--- config.mk ---
export PLATFORM = sky130hd
export DESIGN_NAME = rom_token_scanner
export DESIGN_NICKNAME = d
export VERILOG_FILES = /design/src/rtl/rom_token_scanner.sv
export SDC_FILE = /design/constraint.sdc
export NUM_CORES = 1
export LEC_CHECK = 0
export CORE_UTILIZATION = 40
export CTS_CLUSTER_SIZE = 24
export DETAILED_ROUTE_END_ITERATION = 10
export PLACE_DENSITY = 0.65
export SLEW_MARGIN = 0
export SYNTH_ARGS = -nofsm -noshare
export SYNTH_HDL_FRONTEND = slang
export SYNTH_SLANG_ARGS = --single-unit
--- constraint.sdc ---
create_clock -name clk -period 7.9 [get_ports clk]
set_input_delay 1.58 -clock clk [delete_from_list [all_inputs] [get_ports clk]]
set_output_delay 1.58 -clock clk [all_outputs]
set_load 0.02 [all_outputs]
--- src/rtl/rom_token_scanner.sv ---
// rom_token_scanner - walks the expression ROM from index 0 and streams number/operator/end tokens.
// Digits are accumulated into one number; operators and the terminator flush it as a token.
module rom_token_scanner #(
  parameter int DEPTH  = 100,
  parameter int IDX_W  = 7,
  parameter int DATA_W = 16
) (
  input  logic              clk,
  input  logic              rst,
  input  logic              start,
  output logic [IDX_W-1:0]  rom_index,
  input  logic [7:0]        rom_data,
  output logic              tok_valid,
  input  logic              tok_ready,
  output logic [1:0]        tok_kind,
  output logic [DATA_W-1:0] tok_value,
  output logic              busy,
  output logic              done,
  output logic              error,
  output logic [2:0]        err_code
);

  typedef enum logic [2:0] {
    S_IDLE, S_FETCH, S_EMIT_NUM, S_EMIT_OP, S_EMIT_END, S_DONE, S_ERROR
  } state_t;

  localparam logic [IDX_W-1:0] LAST_IDX   = IDX_W'(DEPTH - 1);
  localparam logic [1:0]       KIND_NUM   = 2'd0;
  localparam logic [1:0]       KIND_OP    = 2'd1;
  localparam logic [1:0]       KIND_END   = 2'd2;
  localparam logic [2:0]       ERR_SYNTAX = 3'd1;
  localparam logic [2:0]       ERR_OVF    = 3'd2;
  localparam logic [2:0]       ERR_NOTERM = 3'd3;
  localparam logic [2:0]       ERR_ILLEG  = 3'd4;

  state_t              state_q, state_d;
  logic [IDX_W-1:0]    idx_q, idx_d;
  logic [DATA_W-1:0]   acc_q, acc_d;
  logic                have_num_q, have_num_d;
  logic [7:0]          op_q, op_d;
  logic                term_q, term_d;
  logic [1:0]          kind_q, kind_d;
  logic [DATA_W-1:0]   value_q, value_d;
  logic [2:0]          err_q, err_d;

  logic                is_digit, is_term, is_op;
  logic [DATA_W+3:0]   acc_wide;
  logic                acc_ovf;

  assign is_digit = (rom_data <= 8'd9);
  assign is_term  = (rom_data == 8'd10);
  assign is_op    = (rom_data >= 8'd20) && (rom_data <= 8'd23);
  // Four guard bits hold acc*10+9 for any DATA_W-bit acc, so overflow is just the top nibble.
  assign acc_wide = (DATA_W+4)'(acc_q) * (DATA_W+4)'(10) + (DATA_W+4)'(rom_data[3:0]);
  assign acc_ovf  = |acc_wide[DATA_W+3:DATA_W];

  always_ff @(posedge clk or posedge rst) begin
    if (rst) begin
      state_q    <= S_IDLE;
      idx_q      <= '0;
      acc_q      <= '0;
      have_num_q <= 1'b0;
      op_q       <= '0;
      term_q     <= 1'b0;
      kind_q     <= '0;
      value_q    <= '0;
      err_q      <= '0;
    end else begin
      state_q    <= state_d;
      idx_q      <= idx_d;
      acc_q      <= acc_d;
      have_num_q <= have_num_d;
      op_q       <= op_d;
      term_q     <= term_d;
      kind_q     <= kind_d;
      value_q    <= value_d;
      err_q      <= err_d;
    end
  end

  always_comb begin
    state_d    = state_q;
    idx_d      = idx_q;
    acc_d      = acc_q;
    have_num_d = have_num_q;
    op_d       = op_q;
    term_d     = term_q;
    kind_d     = kind_q;
    value_d    = value_q;
    err_d      = err_q;
    case (state_q)
      S_IDLE, S_DONE, S_ERROR: begin
        if (state_q == S_DONE) state_d = S_IDLE;
        if (start) begin
          state_d    = S_FETCH;
          idx_d      = '0;
          acc_d      = '0;
          have_num_d = 1'b0;
          term_d     = 1'b0;
          err_d      = '0;
        end
      end
      S_FETCH: begin
        if (is_digit) begin
          have_num_d = 1'b1;
          if (acc_ovf) begin
            state_d = S_ERROR;
            err_d   = ERR_OVF;
          end else begin
            acc_d = acc_wide[DATA_W-1:0];
            if (idx_q == LAST_IDX) begin
              state_d = S_ERROR;
              err_d   = ERR_NOTERM;
            end else begin
              idx_d = idx_q + 1'b1;
            end
          end
        end else if (is_op || is_term) begin
          if (!have_num_q) begin
            state_d = S_ERROR;
            err_d   = ERR_SYNTAX;
          end else begin
            kind_d  = KIND_NUM;
            value_d = acc_q;
            op_d    = rom_data;
            term_d  = is_term;
            state_d = S_EMIT_NUM;
          end
        end else begin
          state_d = S_ERROR;
          err_d   = ERR_ILLEG;
        end
      end
      S_EMIT_NUM: begin
        if (tok_ready) begin
          acc_d      = '0;
          have_num_d = 1'b0;
          if (term_q) begin
            kind_d  = KIND_END;
            value_d = '0;
            state_d = S_EMIT_END;
          end else begin
            kind_d  = KIND_OP;
            value_d = DATA_W'(op_q);
            state_d = S_EMIT_OP;
          end
        end
      end
      S_EMIT_OP: begin
        if (tok_ready) begin
          if (idx_q == LAST_IDX) begin
            state_d = S_ERROR;
            err_d   = ERR_NOTERM;
          end else begin
            idx_d   = idx_q + 1'b1;
            state_d = S_FETCH;
          end
        end
      end
      S_EMIT_END: begin
        if (tok_ready) state_d = S_DONE;
      end
      default: state_d = S_IDLE;
    endcase
  end

  always_comb begin
    tok_valid = (state_q == S_EMIT_NUM) || (state_q == S_EMIT_OP) || (state_q == S_EMIT_END);
    busy      = (state_q == S_FETCH) || tok_valid;
    done      = (state_q == S_DONE);
    error     = (state_q == S_ERROR);
    rom_index = idx_q;
    tok_kind  = kind_q;
    tok_value = value_q;
    err_code  = err_q;
  end

endmodule

==> results of run 1 <==
==> worst max-delay path by stage <==
stage | start | to | slack, ns
after CTS | rom_data[2] | acc_q[3] | 3.27
after detailed placement | rom_data[2] | acc_q[3] | 2.93
after floorplan | rom_data[1] | rom_index[0] | 4.15
final | rom_data[2] | acc_q[4] | 3.23
after global placement | rom_data[2] | acc_q[5] | 3.06
after global routing | rom_data[2] | acc_q[7] | 3.00
==> logic make-up (layout without fill, tap and decap cells) <==
kind of cell | after synthesis | count (layout)
AOI/OAI and AO/OA | 115 | 115
and+or+nand+nor | 189 | 189
xor gates and xnor gates | 21 | 21
muxes | 7 | 7
adders and majority gates | 35 | 35
buffers and inverters | 32 | 75
DFF | 57 | 57
==> per-stage QoR <==
stage | utilization (%) | cell area, µm² | setup WS (ns) | instances
final | 48.6 | 4750 | 3.23 | 632
after global routing | 48.6 | 4750 | 3.00 | 632
after CTS | 48.6 | 4750 | 3.27 | 632
after detailed placement | 46.4 | 4540 | 2.93 | 616
after global placement | 46.4 | 4540 | 3.06 | 616
after floorplan | - | 4020 | 4.15 | 456
==> layout by cell type (no fill, tap or decap), drive strengths merged, types with 6 or more instances in the layout <==
cell,synthesis,routed
a21o,10,10
clkbuf,11,12
xnor2,14,14
clkdlybuf4s50,0,43
and3,12,12
a21oi,25,25
a221o,6,6
xor2,7,7
nor2,33,33
nand2,73,73
inv,15,15
o21ai,27,27
nor3,10,10
and2,9,9
o31ai,14,14
nand3,24,24
ha,32,32
dfrtp,57,57
==> registers in the layout, indices dropped and copies added, names as in the netlist, 2 cells and up <==
signal     cells
acc_q         16
state_q        3
err_code       3
tok_value     16
op_q           8
rom_index      7
tok_kind       2
==> synth_stat cells (all sizes together) (2+ instances only) <==
cell type and number:
nand2b 5, nand3 24, a221o 6, nand4 4
fa 2, nor2b 4, o31ai 14, nand2 73
and2 9, or3 3, a21oi 25, and3 12
o211ai 4, a21o 10, nor3b 3, ha 32
xnor2 14, xor2 7, o21ai 27, nor4b 2
buf 6, a211o 2, clkbuf 11, and4 2
dfrtp 57, mux2i 3, o22ai 2, a211oi 2
a22oi 4, mux2 4, inv 15, nand4b 2
nor3 10, o22a 2, nor2 33, a31oi 4
==> layout make-up <==
class | count | area, µm²
multi-input cells | 367 | 2450
clock inverters | 4 | 50.0
clock buffers | 12 | 165
inverters | 15 | 56.3
repair buffers | 44 | 438
well taps | 133 | 166
fillers | 947 | 5020
flip-flops and latches | 57 | 1430
==> worst min-delay path, stage by stage (launching register included) <==
cell     delay (ns)
dfrtp_1        0.34
nand2_1        0.05
nand2_1        0.05
==> layer usage <==
layer,global-route usage (%),up-vias,share of wire (%)
met1,29.1,1621,49
met4,6.04,0,1.2
met3,3.15,14,4.9
met2,28.8,87,45
met5,0,-,0
li1,-,1741,-
==> power by group through the flow <==
stage / sequential (µW) / clock (µW) / combinational, µW
floorplan: 384 / 0 / 356
finish: 387 / 290 / 485
detailed placement: 391 / 0 / 482
global route: 394 / 309 / 539
global placement: 390 / 0 / 475
CTS: 386 / 294 / 484
==> impl_metrics.ini, run 1 <==
[die]
coreArea_um2 = 9770
initial_core_util_pct = 41.1
die_h_um = 102
io_pins = 44
die_w_um = 102
rows = 36
die-area_um2 = 10400

[flow_run]
drv_cap = 0

[timing]
fin_crit_sh_pct = 59.1
hold-worst-slack_ns = 0.463
clock_skew_ns = 0.00853
hold_viol = 0
relSlewSlack_pct = 42.8
fmax_mhz = 214
maxSlewViolCount = 0
rsz0062_at_grt = no
setup_viol = 0
fin_crit_ns = 4.67
worstMarginPinSlew_ns = 0.859
finalSetupTns_ns = 0

[setup_path]
cp_num_cells = 12
reg2reg_depth = 14
path_cells = clkdlybuf4s50_1, ha_1, a21o_1, a31oi_1, nor4_2, nand3_1, nor3b_2, a31oi_1, o21ai_2, a21o_1, nand2_1, o31ai_2
critPathSlowestCell = a21o_1
cp_max_fo = 29
crit_family = compound AO/OA/AOI/OAI gates
cp-start-kind = input pin
reg2reg_from = acc_q[1]
cp.required_ns = 8.13
arrival_ns = 4.90
cp_num_buf_inv = 1
cp_slowest_stage_delay_ns = 0.72
end_kind = flip-flop
r2r_setup_slack_ns = 3.73
critical_path_class = in -> reg
worst_r2r_endpoint = acc_q[4]

[synth]
synth_edf_count = 0
synth_fa_ha_area_share_pct = 11.2
synth_top_area_cell = dfrtp_1
synth_simple_gate_area_share_pct = 23.0
synth.distinct_cells = 63
syn_area_um2 = 4020
synthFlopType = dfrtp_1
syn-instance-count = 456
ys_seq_area_share_pct = 35.5
synth-compound-area-share_pct = 20.3
syn_nets = 502
yosysWarnings = 0
async_reset_ff_share_pct = 100
synth_top_family_by_area = simple AND/OR/NAND/NOR gates
synth-xor-area-share_pct = 4.58
ys_top_cells_by_area = dfrtp_1 36%, ha_1 10%, nand2_1 6.7%, a21oi_1 3.1%, nor2_1 3.1%
synth.top_cell.area_share_pct = 35.5
synth_mux_area_share_pct = 1.96
synth_seq_cells = 57
syn_area_per_cell_um2 = 8.81

[pwr]
power_uw = 1160
p_sw_uw = 488
p_leak_uw = 0.00223
p_seq_share_pct = 33.3
comb_power_share_pct = 41.8
power.internal_uw = 673
p_sw_share_pct = 42.1
power.density_nw_per_um2 = 244
p_clk_share_pct = 25.0
worst_ir_drop_vdd_mv = 0.100

[cts]
cts_max_level = 3
cts_tree = done
ctsResizeCount = 0
cts_buffers = 9
clk_latency_ns = 0.33
max-clock-path-buffers = 2
cts_root_buffer = clkbuf_8
cts.sinks = 57
clk_pin_slew_ns = 0.06
cts.hold.buffers_added = 0
post_cts_buffers = 0

[drt]
finalWirelength_mm = 9.67
vias = 3463
drtPass1Iterations = 4
drt_iter0_markers = 154
final_antenna_net_count = 0
wire_per_inst_um = 15.3
drcViolationCount = 0
viasPerCell = 5.48

[worst_hold_path]
min_path_type = reg -> reg
holdCritStartpoint = tok_value[11]
hold_depth = 2
hold_path_end = tok_value[11]

[placed_design]
portBuffers = 43
place.gp.congestion = 0.955
dp_hpwl_mm = 7.54

[global_routing]
grt.overflow.total = 0
antenna_found_initial = 0
grt_pass1_wl_mm = 16.0
grtUsageTotal_pct = 19.5
grt_max_degree = 58
grt_pass1_vias = 3215

[finish]
syn_to_final_growth_pct = 18.3
fin_nets = 540
antenna_cells = 0
drive_gt1_share_pct = 7.41

[run_status]
status = completed
Power figures use the tool's default switching activity.
==> run 2, diff against run 1 <==
==> constraint.sdc (replaced) <==
create_clock -name clk -period 4.7 [get_ports clk]
set_input_delay 0.94 -clock clk [delete_from_list [all_inputs] [get_ports clk]]
set_output_delay 0.94 -clock clk [all_outputs]
set_load 0.02 [all_outputs]
==> impl_metrics.ini, run 2 (synthesis gave the netlist of run 1 again) <==
[finish]
final_cell_mix = 72 x nand2_1, 57 x dfrtp_1, 43 x clkdlybuf4s50_1
multi_input_area_um2 = 2450
design_area_um2 = 4760
antenna_cells = 0
fin_nets = 542
fillers = 940
drive_gt1_share_pct = 7.78
final_common_cell = nand2_1
fin_util_pct = 48.7
regArea_um2 = 1430
syn_to_final_growth_pct = 18.4

[setup_path]
path_cells = ha_1, ha_1, inv_1, fa_1, xnor2_1, nand2b_1, nor4_2, nand3_1, nor3b_2, a31oi_1, o211ai_1, a21oi_1, o21ai_0, o31ai_1
critical_path_class = reg -> reg
cp_max_fo = 6
worst_r2r_endpoint = err_code[2]
crit_top_cell = ha_1
reg2reg_depth = 14
cp_slowest_stage_delay_ns = 0.55
arrival_ns = 4.20
critPathSlowestCell = o211ai_1
r2r_setup_slack_ns = 0.72
cp-start-kind = flip-flop
end_kind = flip-flop
cp.required_ns = 4.91
reg2reg_from = acc_q[3]

[global_routing]
grt_max_degree = 58
grt_pass1_wl_mm = 15.8
grtUsageTotal_pct = 19.5
grt_pass1_vias = 3207
grt.overflow.total = 0
antenna_found_initial = 0

[worst_hold_path]
hold_path_end = tok_value[8]
min_path_type = reg -> reg
hold_depth = 2
holdCritStartpoint = tok_value[8]

[cts]
post_cts_buffers = 0
cts_tree = done
max-clock-path-buffers = 2
cts_max_level = 3
ctsResizeCount = 0
cts.hold.buffers_added = 0
cts.sinks = 57
cts_root_buffer = clkbuf_8
clk_latency_ns = 0.34
cts_buffers = 9
clk_pin_slew_ns = 0.07

[pwr]
p_leak_uw = 0.00223
worst_ir_drop_vdd_mv = 0.194
power.density_nw_per_um2 = 410

[timing]
fin_crit_sh_pct = 84.8
fin_crit_ns = 3.98
setup_viol = 0
maxSlewViolCount = 0
finalSetupTns_ns = 0
clock_skew_ns = 0.00763
hold-worst-slack_ns = 0.470
relSlewSlack_pct = 42.3
hold_viol = 0
worstMarginPinSlew_ns = 0.865
rsz0062_at_grt = no
fmax_mhz = 251

[die]
io_pins = 44
coreArea_um2 = 9770
die_w_um = 102
initial_core_util_pct = 41.1
die-area_um2 = 10400
die_h_um = 102
rows = 36

[drt]
wire_per_inst_um = 15.0
viasPerCell = 5.52
drtPass1Iterations = 5
finalWirelength_mm = 9.49
drt_iter0_markers = 197
final_antenna_net_count = 0
drcViolationCount = 0
vias = 3502

[flow_run]
drv_cap = 0

[run_status]
status = completed

[placed_design]
portBuffers = 43
dp_hpwl_mm = 7.42
place.gp.congestion = 0.867
dpl-instance-area_um2 = 4550
[run 2: cell count changes in the layout (fill, tap and decap cells not counted), sizes merged]
cell	delta
clkinvlp	+1
buf	+2
inv	+1
clkbuf	-2
[run 2: worst max path at each step]
stage | from | endpoint | slack, ns | cells past startpoint
4_1_cts | acc_q[1] | state_q[1] | 0.74 | 13
2_1_floorplan | acc_q[1] | rom_index[0] | 1.29 | 14
3_5_place_dp | rom_data[2] | state_q[1] | 0.59 | 11
5_1_grt | acc_q[1] | err_code[2] | 0.36 | 14
6_report | acc_q[3] | err_code[2] | 0.72 | 14
3_3_place_gp | rom_data[2] | state_q[0] | 0.75 | 12
[run 2: metal layers]
layer	GRT usage, %	vias to the layer above	routed length [µm]
met5	0	-	0
met4	6.04	0	110
met3	3.42	9	416
met2	29.7	99	4280
met1	28.0	1657	4680
li1	-	1737	-
[run 2: power by group]
group	total [µW]	switching, µW	internal (µW)	leakage (µW)
Clock	469	209	260	0.0000949
Sequential	651	101	550	0.000785
Combinational	831	526	305	0.00135
[run 2: worst max-delay path, delay by kind of cell, from the launching register on]
family / cells / cell delay (ns)
adder cells (fa/ha/maj): 3 / 0.94
buffers and inverters: 1 / 0.08
flip-flops: 1 / 0.46
AO/OA/AOI/OAI: 5 / 1.09
XOR/XNOR: 1 / 0.25
AND/OR/NAND/NOR: 4 / 1.04
[run 2: stage by stage]
step | setup slack [ns] | cells | power (µW)
CTS | 0.736 | 634 | 1960
floorplan | 1.29 | 456 | 1240
finish | 0.717 | 634 | 1950
detailed placement | 0.587 | 618 | 1480
global route | 0.365 | 634 | 2090
global placement | 0.748 | 618 | 1470
[run 2: area by class of cell]
cell class	count	area share, %
Clock buffer	10	2.89
Clock inverter	6	1.39
Tap cell	133	3.50
Sequential cell	57	30.0
Multi-Input combinational cell	367	51.5
Timing Repair Buffer	46	9.52
Inverter	15	1.18
==> run 3, diff against run 2 <==
==> constraint.sdc (replaced) <==
create_clock -name clk -period 4.1 [get_ports clk]
set_input_delay 0.82 -clock clk [delete_from_list [all_inputs] [get_ports clk]]
set_output_delay 0.82 -clock clk [all_outputs]
set_load 0.02 [all_outputs]
==> impl_metrics.ini, run 3 (synthesis gave the netlist of run 1 again) <==
[placed_design]
dp_hpwl_mm = 7.65
portBuffers = 43
place.gp.congestion = 0.862
dp.cells = 622

[cts]
cts_max_level = 3
post_cts_buffers = 0
ctsResizeCount = 0
cts.hold.buffers_added = 0
cts_buffers = 9
clk_latency_ns = 0.33
clk_pin_slew_ns = 0.07
cts_root_buffer = clkbuf_8
cts.sinks = 57
cts_tree = done
max-clock-path-buffers = 2

[die]
coreArea_um2 = 9770
initial_core_util_pct = 41.1
die-area_um2 = 10400
io_pins = 44
rows = 36
die_h_um = 102
die_w_um = 102

[flow_run]
drv_cap = 0

[setup_path]
cp_max_fo = 7
cp-start-kind = flip-flop
cp.required_ns = 4.32
end_kind = flip-flop
arrival_ns = 4.02
critical_path_class = reg -> reg

[timing]
clock_skew_ns = 0.00474
fin_crit_sh_pct = 92.7
fmax_mhz = 263
rsz0062_at_grt = no
worstMarginPinSlew_ns = 0.782
fin_crit_ns = 3.80
relSlewSlack_pct = 47.8
setup_viol = 0
maxSlewViolCount = 0
hold_viol = 0
finalSetupTns_ns = 0

[drt]
viasPerCell = 5.64
wire_per_inst_um = 15.5
vias = 3601
drtPass1Iterations = 5
final_antenna_net_count = 0
finalWirelength_mm = 9.87
drt_iter0_markers = 194
drcViolationCount = 0

[pwr]
worst_ir_drop_vdd_mv = 0.202
p_leak_uw = 0.00228
power.density_nw_per_um2 = 486

[finish]
syn_to_final_growth_pct = 20.1
final_common_cell = nand2_1
fin_nets = 546
final_cell_mix = 72 x nand2_1, 57 x dfrtp_1, 43 x clkdlybuf4s50_1
antenna_cells = 0
drive_gt1_share_pct = 8.51
stdcell_count = 638

[global_routing]
antenna_found_initial = 0
grt_pass1_wl_mm = 16.3
grtUsageTotal_pct = 20.2
grt_max_degree = 37
grt_pass1_vias = 3257
grt.overflow.total = 0

[worst_hold_path]
min_path_type = reg -> reg

[run_status]
status = completed
## run 3: changes by cell type in the layout (fill, tap and decap cells not counted)
cell | before | now
clkbuf_8 | 10 | 11
buf_12 | 0 | 1
bufinv_16 | 1 | 2
inv_6 | 1 | 0
clkinvlp_4 | 3 | 1
buf_4 | 3 | 6
clkinv_2 | 1 | 2
## run 3: report_power, final
part           switching, µW  leakage, µW  internal, µW
clock                    240     0.000115           373
sequential               114     0.000785           631
combinational            613      0.00138           375
## run 3: cell type report
type / instances / area (µm²)
clock buffers: 11 / 151
clock inverters: 5 / 77.6
inverters: 15 / 56.3
multi-input cells: 367 / 2450
well taps: 133 / 166
repair buffers: 50 / 495
flip-flops and latches: 57 / 1430
fillers: 922 / 4950
## run 3: critical path, cell delays in order (launching register included)
cell      delay [ns]
dfrtp_1         0.44
ha_1            0.31
ha_1            0.23
inv_1           0.07
fa_1            0.39
xnor2_1         0.23
nand2b_1        0.12
nor4_2          0.36
nand3_1         0.23
nor3b_2         0.25
and4_1          0.23
o21ai_2         0.10
o21ai_2         0.33
nand2_2         0.12
mux2_4          0.27
## run 3: stage by stage
step	hold slack [ns]	utilization [%]	worst slack, ns	power (µW)	cell area (µm²)
final	0.468	49.4	0.299	2350	4820
after global routing	0.489	49.4	0.0160	2490	4820
after CTS	0.476	49.4	0.302	2350	4820
after detailed placement	0.460	47.0	0.312	1730	4600
after global placement	0.455	47.0	0.392	1730	4600
after floorplan	0.442	-	0.689	1430	4020
## run 3: worst paths after layout
kind,startpoint,end,slack (ns),depth (start not counted)
setup reg to reg,acc_q[1],rom_index[0],0.30,14
max in group asynchronous,rst,tok_value[13],2.38,3
min in group asynchronous,rst,state_q[0],0.95,2
hold reg to reg,tok_value[15],tok_value[15],0.47,2
setup / recovery,acc_q[1],rom_index[0],0.30,14
hold / removal,tok_value[15],tok_value[15],0.47,2
## run 3: layer usage
metal  vias up  part of all wire (%)  track usage (%)
met2        97                    45             29.7
met3        13                   3.9             3.35
met1      1739                    50             29.9
met5         -                     0                0
li1       1752                     -                -
met4         0                   1.5             6.37
